[src/rtl/io_responder_pkg.sv]
// Register offsets, ctrl bit positions and the request struct for io_responder.
package io_responder_pkg;

  localparam logic [7:0] OFF_SCRATCH0 = 8'h00;
  localparam logic [7:0] OFF_MTIME_LO = 8'h20;
  localparam logic [7:0] OFF_MTIME_HI = 8'h24;
  localparam logic [7:0] OFF_CMP_LO   = 8'h28;
  localparam logic [7:0] OFF_CMP_HI   = 8'h2C;
  localparam logic [7:0] OFF_CTRL     = 8'h30;
  localparam logic [7:0] OFF_STATUS   = 8'h34;
  localparam logic [7:0] OFF_ERRCNT   = 8'h38;

  localparam int CTRL_TIMER_EN = 0;
  localparam int CTRL_IRQ_EN   = 1;

  typedef struct packed {
    logic [31:0] addr;
    logic [31:0] wdata;
    logic        wr;
    logic [3:0]  strb;
  } io_req_t;

  function automatic logic [31:0] merge_strb(input logic [31:0] old_val,
                                             input logic [31:0] new_val,
                                             input logic [3:0]  strb);
    merge_strb = old_val;
    for (int i = 0; i < 4; i++) begin
      if (strb[i]) merge_strb[8*i +: 8] = new_val[8*i +: 8];
    end
  endfunction

endpackage

[src/rtl/io_read_pipe.sv]
// Fixed-latency read return: LATENCY-deep valid/data shift register, sync clear.
// Each stage's data only loads behind a valid, so the output data holds between pulses.
module io_read_pipe #(
  parameter int LATENCY = 1
) (
  input  logic        clk,
  input  logic        rst,
  input  logic        in_vld,
  input  logic [31:0] in_dat,
  output logic        out_vld,
  output logic [31:0] out_dat
);

  logic [LATENCY-1:0]       vld_q, vld_d;
  logic [LATENCY-1:0][31:0] dat_q, dat_d;

  always_comb begin
    vld_d    = vld_q;
    dat_d    = dat_q;
    vld_d[0] = in_vld;
    if (in_vld) dat_d[0] = in_dat;
    for (int i = 1; i < LATENCY; i++) begin
      vld_d[i] = vld_q[i-1];
      if (vld_q[i-1]) dat_d[i] = dat_q[i-1];
    end
  end

  always_ff @(posedge clk) begin
    if (rst) begin
      vld_q <= '0;
      dat_q <= '0;
    end else begin
      vld_q <= vld_d;
      dat_q <= dat_d;
    end
  end

  assign out_vld = vld_q[LATENCY-1];
  assign out_dat = dat_q[LATENCY-1];

endmodule

[src/rtl/io_responder.sv]
// Memory-mapped IO endpoint: scratch regs, 64-bit timer with compare/irq, fixed read latency.
// Optional saturating error counter at 0x38 enabled by IO_RESPONDER_ERR_CNT_EN.
module io_responder
  import io_responder_pkg::*;
#(
  parameter logic [31:0] BASE_ADDR    = 32'h8000_0000,
  parameter int          READ_LATENCY = 1,
  parameter int          TICK_DIV     = 1
) (
  input  logic        clk,
  input  logic        rst,
  input  logic        addr_en,
  input  logic [31:0] s_axi_addr,
  input  logic [31:0] s_axi_wdata,
  input  logic        w_nrr,
  input  logic [3:0]  wstrb,
  output logic [31:0] s_axi_rdata,
  output logic        s_axi_rvalid,
  output logic        irq
);

  io_req_t req;
  assign req = '{addr: s_axi_addr, wdata: s_axi_wdata, wr: w_nrr, strb: wstrb};

  logic [1:0] unused_addr_lsb;
  assign unused_addr_lsb = req.addr[1:0];

  logic [7:0][31:0] scratch_q, scratch_d;
  logic [63:0]      mtime_q, mtime_d;
  logic [63:0]      cmp_q, cmp_d;
  logic [31:0]      snap_q, snap_d;
  logic [15:0]      presc_q, presc_d;
  logic [1:0]       ctrl_q, ctrl_d;
  logic             pending_q, pending_d;
  logic             irq_q, irq_d;
`ifdef IO_RESPONDER_ERR_CNT_EN
  logic [15:0]      err_cnt_q, err_cnt_d;
`endif

  logic [7:0]  off;
  logic        hit, wr_hit, rd_req, is_scratch;
  logic [31:0] rd_dat;

  always_comb begin
    off        = {req.addr[7:2], 2'b00};
    hit        = addr_en && (req.addr[31:8] == BASE_ADDR[31:8]);
    wr_hit     = hit && req.wr;
    rd_req     = addr_en && !req.wr;
    is_scratch = (off[7:5] == OFF_SCRATCH0[7:5]);

    // Read mux sees pre-write state; misses fall through to zero.
    rd_dat = '0;
    if (hit) begin
      if (is_scratch) begin
        rd_dat = scratch_q[off[4:2]];
      end else begin
        case (off)
          OFF_MTIME_LO: rd_dat = mtime_q[31:0];
          OFF_MTIME_HI: rd_dat = snap_q;
          OFF_CMP_LO:   rd_dat = cmp_q[31:0];
          OFF_CMP_HI:   rd_dat = cmp_q[63:32];
          OFF_CTRL:     rd_dat = {30'b0, ctrl_q};
          OFF_STATUS:   rd_dat = {31'b0, pending_q};
`ifdef IO_RESPONDER_ERR_CNT_EN
          OFF_ERRCNT:   rd_dat = {16'b0, err_cnt_q};
`else
          OFF_ERRCNT:   rd_dat = '0;
`endif
          default:      rd_dat = '0;
        endcase
      end
    end

    scratch_d = scratch_q;
    cmp_d     = cmp_q;
    ctrl_d    = ctrl_q;
    snap_d    = snap_q;
    mtime_d   = mtime_q;
    presc_d   = presc_q;

    if (wr_hit) begin
      if (is_scratch) begin
        scratch_d[off[4:2]] = merge_strb(scratch_q[off[4:2]], req.wdata, req.strb);
      end else begin
        case (off)
          OFF_CMP_LO: cmp_d[31:0]  = merge_strb(cmp_q[31:0], req.wdata, req.strb);
          OFF_CMP_HI: cmp_d[63:32] = merge_strb(cmp_q[63:32], req.wdata, req.strb);
          OFF_CTRL:   if (req.strb[0]) ctrl_d = req.wdata[1:0];
          default:    ;
        endcase
      end
    end

    if (hit && !req.wr && off == OFF_MTIME_LO) snap_d = mtime_q[63:32];

    if (ctrl_q[CTRL_TIMER_EN]) begin
      if (presc_q == 16'(TICK_DIV - 1)) begin
        presc_d = '0;
        mtime_d = mtime_q + 64'd1;
      end else begin
        presc_d = presc_q + 16'd1;
      end
    end

    // Set is evaluated last so it wins over a same-cycle clear.
    pending_d = pending_q;
    if (wr_hit && off == OFF_STATUS && req.strb[0] && req.wdata[0]) pending_d = 1'b0;
    if (ctrl_q[CTRL_TIMER_EN] && (mtime_q >= cmp_q)) pending_d = 1'b1;

    irq_d = pending_q & ctrl_q[CTRL_IRQ_EN];

`ifdef IO_RESPONDER_ERR_CNT_EN
    err_cnt_d = err_cnt_q;
    if (wr_hit && off == OFF_ERRCNT) begin
      err_cnt_d = '0;
    end else if ((addr_en && !hit) ||
                 (wr_hit && (off == OFF_MTIME_LO || off == OFF_MTIME_HI))) begin
      if (err_cnt_q != 16'hFFFF) err_cnt_d = err_cnt_q + 16'd1;
    end
`endif
  end

  always_ff @(posedge clk) begin
    if (rst) begin
      scratch_q <= '0;
      mtime_q   <= '0;
      cmp_q     <= '0;
      snap_q    <= '0;
      presc_q   <= '0;
      ctrl_q    <= '0;
      pending_q <= 1'b0;
      irq_q     <= 1'b0;
`ifdef IO_RESPONDER_ERR_CNT_EN
      err_cnt_q <= '0;
`endif
    end else begin
      scratch_q <= scratch_d;
      mtime_q   <= mtime_d;
      cmp_q     <= cmp_d;
      snap_q    <= snap_d;
      presc_q   <= presc_d;
      ctrl_q    <= ctrl_d;
      pending_q <= pending_d;
      irq_q     <= irq_d;
`ifdef IO_RESPONDER_ERR_CNT_EN
      err_cnt_q <= err_cnt_d;
`endif
    end
  end

  assign irq = irq_q;

  io_read_pipe #(
    .LATENCY(READ_LATENCY)
  ) u_read_pipe (
    .clk     (clk),
    .rst     (rst),
    .in_vld  (rd_req),
    .in_dat  (rd_dat),
    .out_vld (s_axi_rvalid),
    .out_dat (s_axi_rdata)
  );

endmodule
[config.mk]
export PLATFORM = sky130hd
export DESIGN_NAME = io_responder
export DESIGN_NICKNAME = d
export VERILOG_FILES = /design/src/rtl/io_responder_pkg.sv /design/src/rtl/io_read_pipe.sv /design/src/rtl/io_responder.sv
export SDC_FILE = /design/constraint.sdc
export NUM_CORES = 1
export LEC_CHECK = 0
export CORE_MARGIN = 4
export CORE_UTILIZATION = 60
export CTS_CLUSTER_SIZE = 14
export DETAILED_ROUTE_END_ITERATION = 10
export GPL_ROUTABILITY_DRIVEN = 0
export GPL_TIMING_DRIVEN = 0
export PLACE_DENSITY = 0.78
export SLEW_MARGIN = 20
export SYNTH_ARGS = -nofsm -noshare
export SYNTH_HDL_FRONTEND = slang
export SYNTH_HIERARCHICAL = 1
export SYNTH_SLANG_ARGS = --single-unit
export TNS_END_PERCENT = 100
[constraint.sdc]
create_clock -name clk -period 3.46 [get_ports clk]
set_input_delay 0.692 -clock clk [delete_from_list [all_inputs] [get_ports clk]]
set_output_delay 0.692 -clock clk [all_outputs]
set_load 0.05 [all_outputs]
==> results of run 1 <==
==> tightest hold or removal path: cells and delay by family, from the launching register on <==
kind / cells / cell delay [ps]
flip-flops: 1 / 300
AND/OR/NAND/NOR: 1 / 50
AO/OA/AOI/OAI: 1 / 50
==> cells by family after synthesis <==
group / count (synthesis) / synth area share
flops: 469 / 0.4202
compound gates: 425 / 0.1075
buf+inv: 253 / 0.04642
xor+xnor: 69 / 0.02705
simple gates: 1160 / 0.2202
fa+ha+maj: 67 / 0.03752
mux: 228 / 0.1412
==> synthesized netlist by cell type (7+ instances only) <==
library cell / n / area, um2
sky130_fd_sc_hd__nand2_1: 740 / 2778
sky130_fd_sc_hd__dfxtp_1: 469 / 9389
sky130_fd_sc_hd__a21oi_1: 326 / 1632
sky130_fd_sc_hd__nor2_1: 219 / 822.0
sky130_fd_sc_hd__clkbuf_1: 138 / 518.0
sky130_fd_sc_hd__mux2i_1: 116 / 1161
sky130_fd_sc_hd__inv_1: 74 / 277.8
sky130_fd_sc_hd__ha_1: 67 / 838.3
sky130_fd_sc_hd__mux4_2: 65 / 1464
sky130_fd_sc_hd__mux2_2: 47 / 529.3
sky130_fd_sc_hd__nand3_1: 44 / 220.2
sky130_fd_sc_hd__xor2_1: 36 / 315.3
sky130_fd_sc_hd__o21ai_0: 33 / 165.2
sky130_fd_sc_hd__xnor2_1: 33 / 289.0
sky130_fd_sc_hd__nand4_1: 32 / 200.2
sky130_fd_sc_hd__a222oi_1: 30 / 300.3
sky130_fd_sc_hd__nor3_1: 23 / 115.1
sky130_fd_sc_hd__buf_2: 22 / 110.1
sky130_fd_sc_hd__a22o_1: 15 / 131.4
sky130_fd_sc_hd__nor4_1: 15 / 93.84
sky130_fd_sc_hd__or3_1: 15 / 93.84
sky130_fd_sc_hd__and3_1: 14 / 87.58
sky130_fd_sc_hd__buf_1: 13 / 48.80
sky130_fd_sc_hd__nor2_2: 8 / 50.05
sky130_fd_sc_hd__nor3_2: 7 / 70.07
==> flip-flops by register name, indices dropped and copies added, names as in the netlist <==
register and cells:
irq 1, u_read_pipe/out_vld 1, mtime_q 64, u_read_pipe/out_dat 32
cmp_q 64, snap_q 32, pending_q 1, presc_q 16
ctrl_q 2, scratch_q 256
==> layout make-up <==
| type | instances | area, um2 | share of cell area |
|---|---|---|---|
| clock buffer | 73 | 1499 | 0.05827 |
| buffer | 177 | 773.2 | 0.03006 |
| clock inverter | 20 | 261.5 | 0.01017 |
| inverter | 75 | 281.5 | 0.01094 |
| tap | 468 | 585.6 | 0.02276 |
| sequential | 469 | 9389 | 0.3650 |
| timing repair buffer | 100 | 993.5 | 0.03862 |
| multi-input combinational | 1949 | 11940 | 0.4642 |
==> per-layer routing <==
| layer | vias up | global-route usage | part of all wire |
|---|---|---|---|
| met5 | - | 0 | 0 |
| met1 | 9680 | 0.4300 | 0.38 |
| met3 | 208 | 0.05218 | 0.092 |
| met4 | 0 | 0.1431 | 0.043 |
| met2 | 1053 | 0.5614 | 0.48 |
| li1 | 9418 | - | - |
==> power by group through the flow <==
stage / registers, mW / logic (mW) / clock network [mW]
after floorplan: 5.52 / 0.276 / 0
after global placement: 5.52 / 0.513 / 0
after detailed placement: 5.52 / 0.519 / 0
after CTS: 5.40 / 0.522 / 5.72
after global routing: 5.40 / 0.557 / 5.95
final: 5.40 / 0.539 / 5.70
==> repair_timing <==
item                       4_1_cts  5_1_grt
resized for setup                7       12
pin swaps                        0        0
setup endpoints to repair      130      267
buffers inserted                 0        3
cloned                           0        0
==> through the flow <==
| step | power (mW) | instance area (um2) | setup slack (ps) | utilization |
|---|---|---|---|---|
| floorplan | 5.798 | 22340 | 621.8 | - |
| global placement | 6.033 | 23900 | -1014 | 0.6513 |
| detailed placement | 6.039 | 23900 | -1086 | 0.6513 |
| CTS | 11.64 | 25680 | 0.2691 | 0.6997 |
| global route | 11.90 | 25720 | -55.88 | 0.7010 |
| finish | 11.64 | 25720 | 36.15 | 0.7010 |
==> worst max path at each step <==
stage | startpoint | to | slack [ps] | cells after the start
floorplan | s_axi_addr[3] | u_read_pipe/out_dat[20] | 620 | 11
global placement | s_axi_addr[3] | u_read_pipe/out_dat[21] | -1010 | 12
detailed placement | s_axi_addr[3] | u_read_pipe/out_dat[26] | -1090 | 12
CTS | s_axi_addr[3] | u_read_pipe/out_dat[26] | 0.3 | 12
global route | s_axi_addr[2] | cmp_q[32] | -60 | 8
finish | s_axi_addr[3] | scratch_q[61] | 40 | 10
==> results.md, run 1 <==
• Clock Power Share: 0.490
• ant diodes: 0
• Seq/Total Area, Yosys: 0.4202
• Synthesized Nets: 2810
• Cell Chain, Critical Path: clkdlybuf4s50_1 > clkbuf_4 > buf_4 > buf_2 > buf_2 > nor2_1 > nand2_1 > clkbuf_1 > nand2_1 > a21oi_1
• initial standard-cell utilization of the core: 0.6089
• Mapped Area: 22340 um2
• I/O pin total: 106
• critical setup path kind: input port to register
• Die Area: 40390 um2
• total grt overflow: 0
• pin count of the biggest net entering global routing: 20
• wire length after detailed routing: 69920 um
• worst r2r dst: mtime_q[63]
• DR DRC count: 0
• switching component of the power: 2.620 mW
• total number of yosys warnings: 6
• Mapped Cells: 2671
• initial DRC count: 2263
• Slew Limit Headroom: 0.3010
• family of cells with the greatest summed delay on the critical path: buffers and inverters
• HPWL after DPL: 53140 um
• number of fillers in the final layout: 2837
• summed negative setup slack over all endpoints: 0 ps
• worst-case vdd ir drop: 0.4495 mV
• outcome: finished clean
• number of buffers inserted during clock tree synthesis: 50
• clock-pin transition on the worst setup and hold timing paths: 60 ps
• minimum setup slack among reg-to-reg paths: 280 ps
• total number of placement rows: 70
• Max H-tree Level: 2
• commonest non-fill, non-tap cells in the layout: sky130_fd_sc_hd__nand2_1 (740), sky130_fd_sc_hd__dfxtp_1 (469), sky130_fd_sc_hd__a21oi_1 (326)
• Lkg Pwr: 8.713 nW
• IO buf count: 97
• worst path arrival time: 3920 ps
• # hold bufs at CTS: 0
• number of antenna violations at the first check in global routing: 0
• sw frac: 0.2251
• worst slack on hold paths: 451.6 ps
• critical path's largest stage delay: 590 ps
• Max Root-Sink Buffers: 3
• wire length per cell after detailed routing: 20.99 um
• commonest register cell after synthesis: sky130_fd_sc_hd__dfxtp_1
• power per standard cell area: 452.5 nW/um2
• ys async rst share: 0
• number of distinct standard cells referenced by the synthesized netlist: 62
• global-route usage over all layers: 0.3340
• Avg Synthesized Cell Area: 8.365 um2
• Sink Count: 469
• achievable frequency: 292.1 MHz
• die width: 201.0 um
• slowest stage cell, crit path: sky130_fd_sc_hd__clkdlybuf4s50_1
• most frequent standard cell in the layout excluding fill and tap cells: sky130_fd_sc_hd__nand2_1
• Slew Limit Fails: 0
• number of enable flip-flop cells after synthesis: 0
• number of global-route vias before repair: 20130
• R2R depth: 9
• measured slew at the worst slew-check pin: 1040 ps
• global-route wire length before repair: 108600 um
• start point of the worst hold path: scratch_q[66]
• number of setup violations in the final report: 0
• Internal Pwr Total: 9.020 mW
• WP buf/inv: 6
• clock tree from TritonCTS: yes
• worst skew pair latency: 580 ps
• Placed Cells incl. Taps: 3236
• placeable core region: 36700 um2
• top fanout value on the critical path: 10
• final clock period utilization by the worst path: 0.9896
• WP data required: 3950 ps
• FF-to-FF Start: presc_q[0]
• die outline height: 201.0 um
• portion of total power attributed to sequential cells: 0.464
• layout cells sized above 1: 0.09256
• setup repair after global routing missed its margin: yes
• count of final hold-check violations: 0
• relative contribution of combinational cells to total power: 0.046
• Detail Route Antenna Nets: 0
• number of synthesized register bits: 469
• type of destination of the critical path: register
• via-per-instance ratio: 6.112
• total vias in the final route: 20360
• worst hold endpoint: scratch_q[66]
• first-pass iteration count of the detailed router: 6
• post-layout net count: 2961
• count of max-cap constraint violations: 0
• Synth-to-Final Area Change: 15.12%
• Min-Delay Path Depth: 2
• Final min period: 3424 ps
• number of standard cells in the layout, taps in and fillers out: 3331
• root buf cell: sky130_fd_sc_hd__clkbuf_16
• worst setup skew after layout: 16.42 ps
• Worst setup SP type: input port
• class of the most critical hold timing path: register to register
Power figures use the tool's default switching activity.
==> run 2: changes to the inputs <==
--- a/config.mk
+++ b/config.mk
@@ -5,8 +5,9 @@
 export SDC_FILE = /design/constraint.sdc
 export NUM_CORES = 1
 export LEC_CHECK = 0
-export CORE_MARGIN = 4
+export CORE_MARGIN = 3
 export CORE_UTILIZATION = 60
+export CTS_BUF_LIST = sky130_fd_sc_hd__clkbuf_4
 export CTS_CLUSTER_SIZE = 14
 export DETAILED_ROUTE_END_ITERATION = 10
 export GPL_ROUTABILITY_DRIVEN = 0
==> results.md, run 2 (synthesis results as in run 1) <==
• FF-to-FF Start: presc_q[0]
• initial DRC count: 2126, -6.1%
• final clock period utilization by the worst path: 0.9796, -0.009969
• placeable core region: 36700 um2, unchanged
• clock tree from TritonCTS: yes
• total grt overflow: 0, unchanged
• total vias in the final route: 20710, +1.7%
• outcome: finished clean
• critical setup path kind: input port to register
• number of setup buffers added after CTS: 0, unchanged
• HPWL after DPL: 53140 um, about the same
• post-layout net count: 3027, +2.2%
• worst slack after detailed placement: -1112 ps, -25.60 ps
• number of setup violations in the final report: 0, unchanged
• first-pass iteration count of the detailed router: 6, unchanged
• Min-Delay Path Depth: 2, unchanged
• I/O pin total: 106, unchanged
• slowest stage cell, crit path: sky130_fd_sc_hd__clkbuf_1
• achievable frequency: 295.0 MHz, +1.0%
• layout cells sized above 1: 0.1176, +0.02501
• worst skew pair latency: 890 ps, +310 ps
• Max H-tree Level: 3, +1
• # hold bufs at CTS: 0, unchanged
• Cell Chain, Critical Path: clkdlybuf4s50_1 > buf_2 > buf_2 > clkbuf_1 > mux4_2 > nand2_1 > nand2_1 > a222oi_1 > nor2_1 > mux2i_1 > nor2_1
• worst r2r dst: mtime_q[63]
• type of destination of the critical path: register
• class of the most critical hold timing path: input port to register
• number of antenna violations at the first check in global routing: 2, +2
• Slew Limit Headroom: 0.2610, -0.03997
• measured slew at the worst slew-check pin: 1100 ps, +59.50 ps
• critical path's largest stage delay: 660 ps, +70 ps
• Detail Route Antenna Nets: 0, unchanged
• power per standard cell area: 420.8 nW/um2, -7.0%
• number of standard cells in the layout, taps in and fillers out: 3449, +3.5%
• Lkg Pwr: 8.687 nW, -0.30%
• power consumption: 10.70 mW, -8.1%
• Largest Register: scratch_q
• final setup slack of the worst path: 70.64 ps, +34.49 ps
• Placed Cells incl. Taps: 3236, unchanged
• DR DRC count: 0, unchanged
• WP data required: 4200 ps, +250 ps
• die width: 199.0 um, -1.0%
• global-route wire length before repair: 106500 um, -1.9%
• count of final hold-check violations: 0, unchanged
• dpl cell area: 23900 um2, unchanged
• start point of the worst hold path: rst
• fin area: 25420 um2, -1.2%
• worst setup skew after layout: 40.38 ps, +23.97 ps
• most frequent standard cell in the layout excluding fill and tap cells: sky130_fd_sc_hd__nand2_1
• Synth-to-Final Area Change: 13.76%
• setup repair after global routing missed its margin: no
• number of global-route vias before repair: 20410, +1.4%
• minimum setup slack among reg-to-reg paths: 320 ps, +40 ps
• total number of placement rows: 70, unchanged
• wire length per cell after detailed routing: 20.13 um, -4.1%
• worst hold endpoint: u_read_pipe/out_dat[31]
• clock-pin transition on the worst setup and hold timing paths: 70 ps, about the same
• R2R depth: 9, unchanged
• initial standard-cell utilization of the core: 0.6089, unchanged
• worst-case vdd ir drop: 0.2564 mV, -43%
• Max Root-Sink Buffers: 3, unchanged
• wire length after detailed routing: 69420 um, -0.71%
• number of buffers inserted during clock tree synthesis: 119, +140%
• Die Area: 39590 um2, -2.0%
• Sink Count: 469, unchanged
• global-route usage over all layers: 0.3439, +0.009948
• number of flip-flops in the largest register: 256, unchanged
• worst path arrival time: 4130 ps, +210 ps
• Worst setup SP type: input port
• pin count of the biggest net entering global routing: 20, unchanged
• via-per-instance ratio: 6.005, -1.7%
• summed negative setup slack over all endpoints: 0 ps, unchanged
• root buf cell: sky130_fd_sc_hd__clkbuf_4
• top fanout value on the critical path: 10, unchanged
• count of max-cap constraint violations: 0, unchanged
• top flop regs: scratch_q x256, cmp_q x64, mtime_q x64
• commonest non-fill, non-tap cells in the layout: sky130_fd_sc_hd__nand2_1 (740), sky130_fd_sc_hd__dfxtp_1 (469), sky130_fd_sc_hd__a21oi_1 (326)
• IO buf count: 97, unchanged
• die outline height: 199.0 um, -1.0%
• Final min period: 3389 ps, -34.49 ps
• Slew Limit Fails: 0, unchanged
## run 2: worst max-delay path: cells and delay by family
| family | cells | cell delay, ps |
|---|---|---|
| and+or+nand+nor | 4 | 360 |
| muxes | 2 | 540 |
| buffers and inverters | 4 | 2050 |
| AOI/OAI and AO/OA | 1 | 490 |
## run 2: what timing repair did
action | CTS | global route
setup endpoints to repair | 10 | 5
gates cloned | 0 | 0
gates resized for setup | 0 | 2
## run 2: stage by stage
| stage | util | hold WS [ps] |
|---|---|---|
| 2_1_floorplan | - | 433.1 |
| 3_3_place_gp | 0.6513 | 438.1 |
| 3_5_place_dp | 0.6513 | 446.1 |
| 4_1_cts | 0.6922 | 166.5 |
| 5_1_grt | 0.6927 | 174.0 |
| 6_report | 0.6927 | 210.3 |
## run 2: worst max path at each step
stage | start | to | slack [ps] | cells past startpoint
2_1_floorplan | s_axi_addr[3] | u_read_pipe/out_dat[20] | 620 | 11
3_3_place_gp | s_axi_addr[3] | u_read_pipe/out_dat[21] | -1060 | 12
3_5_place_dp | s_axi_addr[3] | u_read_pipe/out_dat[21] | -1110 | 12
4_1_cts | s_axi_addr[2] | cmp_q[56] | 130 | 8
5_1_grt | s_axi_addr[3] | u_read_pipe/out_dat[30] | 20 | 10
6_report | s_axi_addr[2] | u_read_pipe/out_dat[30] | 70 | 11
## run 2: layout make-up
class                   instances  area [um2]
inverters                      75       281.5
flip-flops and latches        469        9389
clock inverters                36       200.2
multi-input cells            1949       11920
well taps                     468       585.6
diodes                          4       10.01
fillers                      2982       11280
clock buffers                 174        1306
repair buffers                 97       970.9
plain buffers                 177       753.2
## run 2: power breakdown
group | total [mW] | internal (mW) | switching, mW
Combinational | 0.533 | 0.171 | 0.362
Sequential | 5.40 | 5.40 | 0.000106
Clock | 4.77 | 2.44 | 2.33
## run 2: routing by layer
layer | track usage | part of all wire | wire (um)
met1 | 0.4262 | 0.38 | 26180
met2 | 0.5804 | 0.48 | 33280
met3 | 0.06352 | 0.098 | 6784
met4 | 0.1663 | 0.046 | 3178
met5 | 0 | 0 | 0
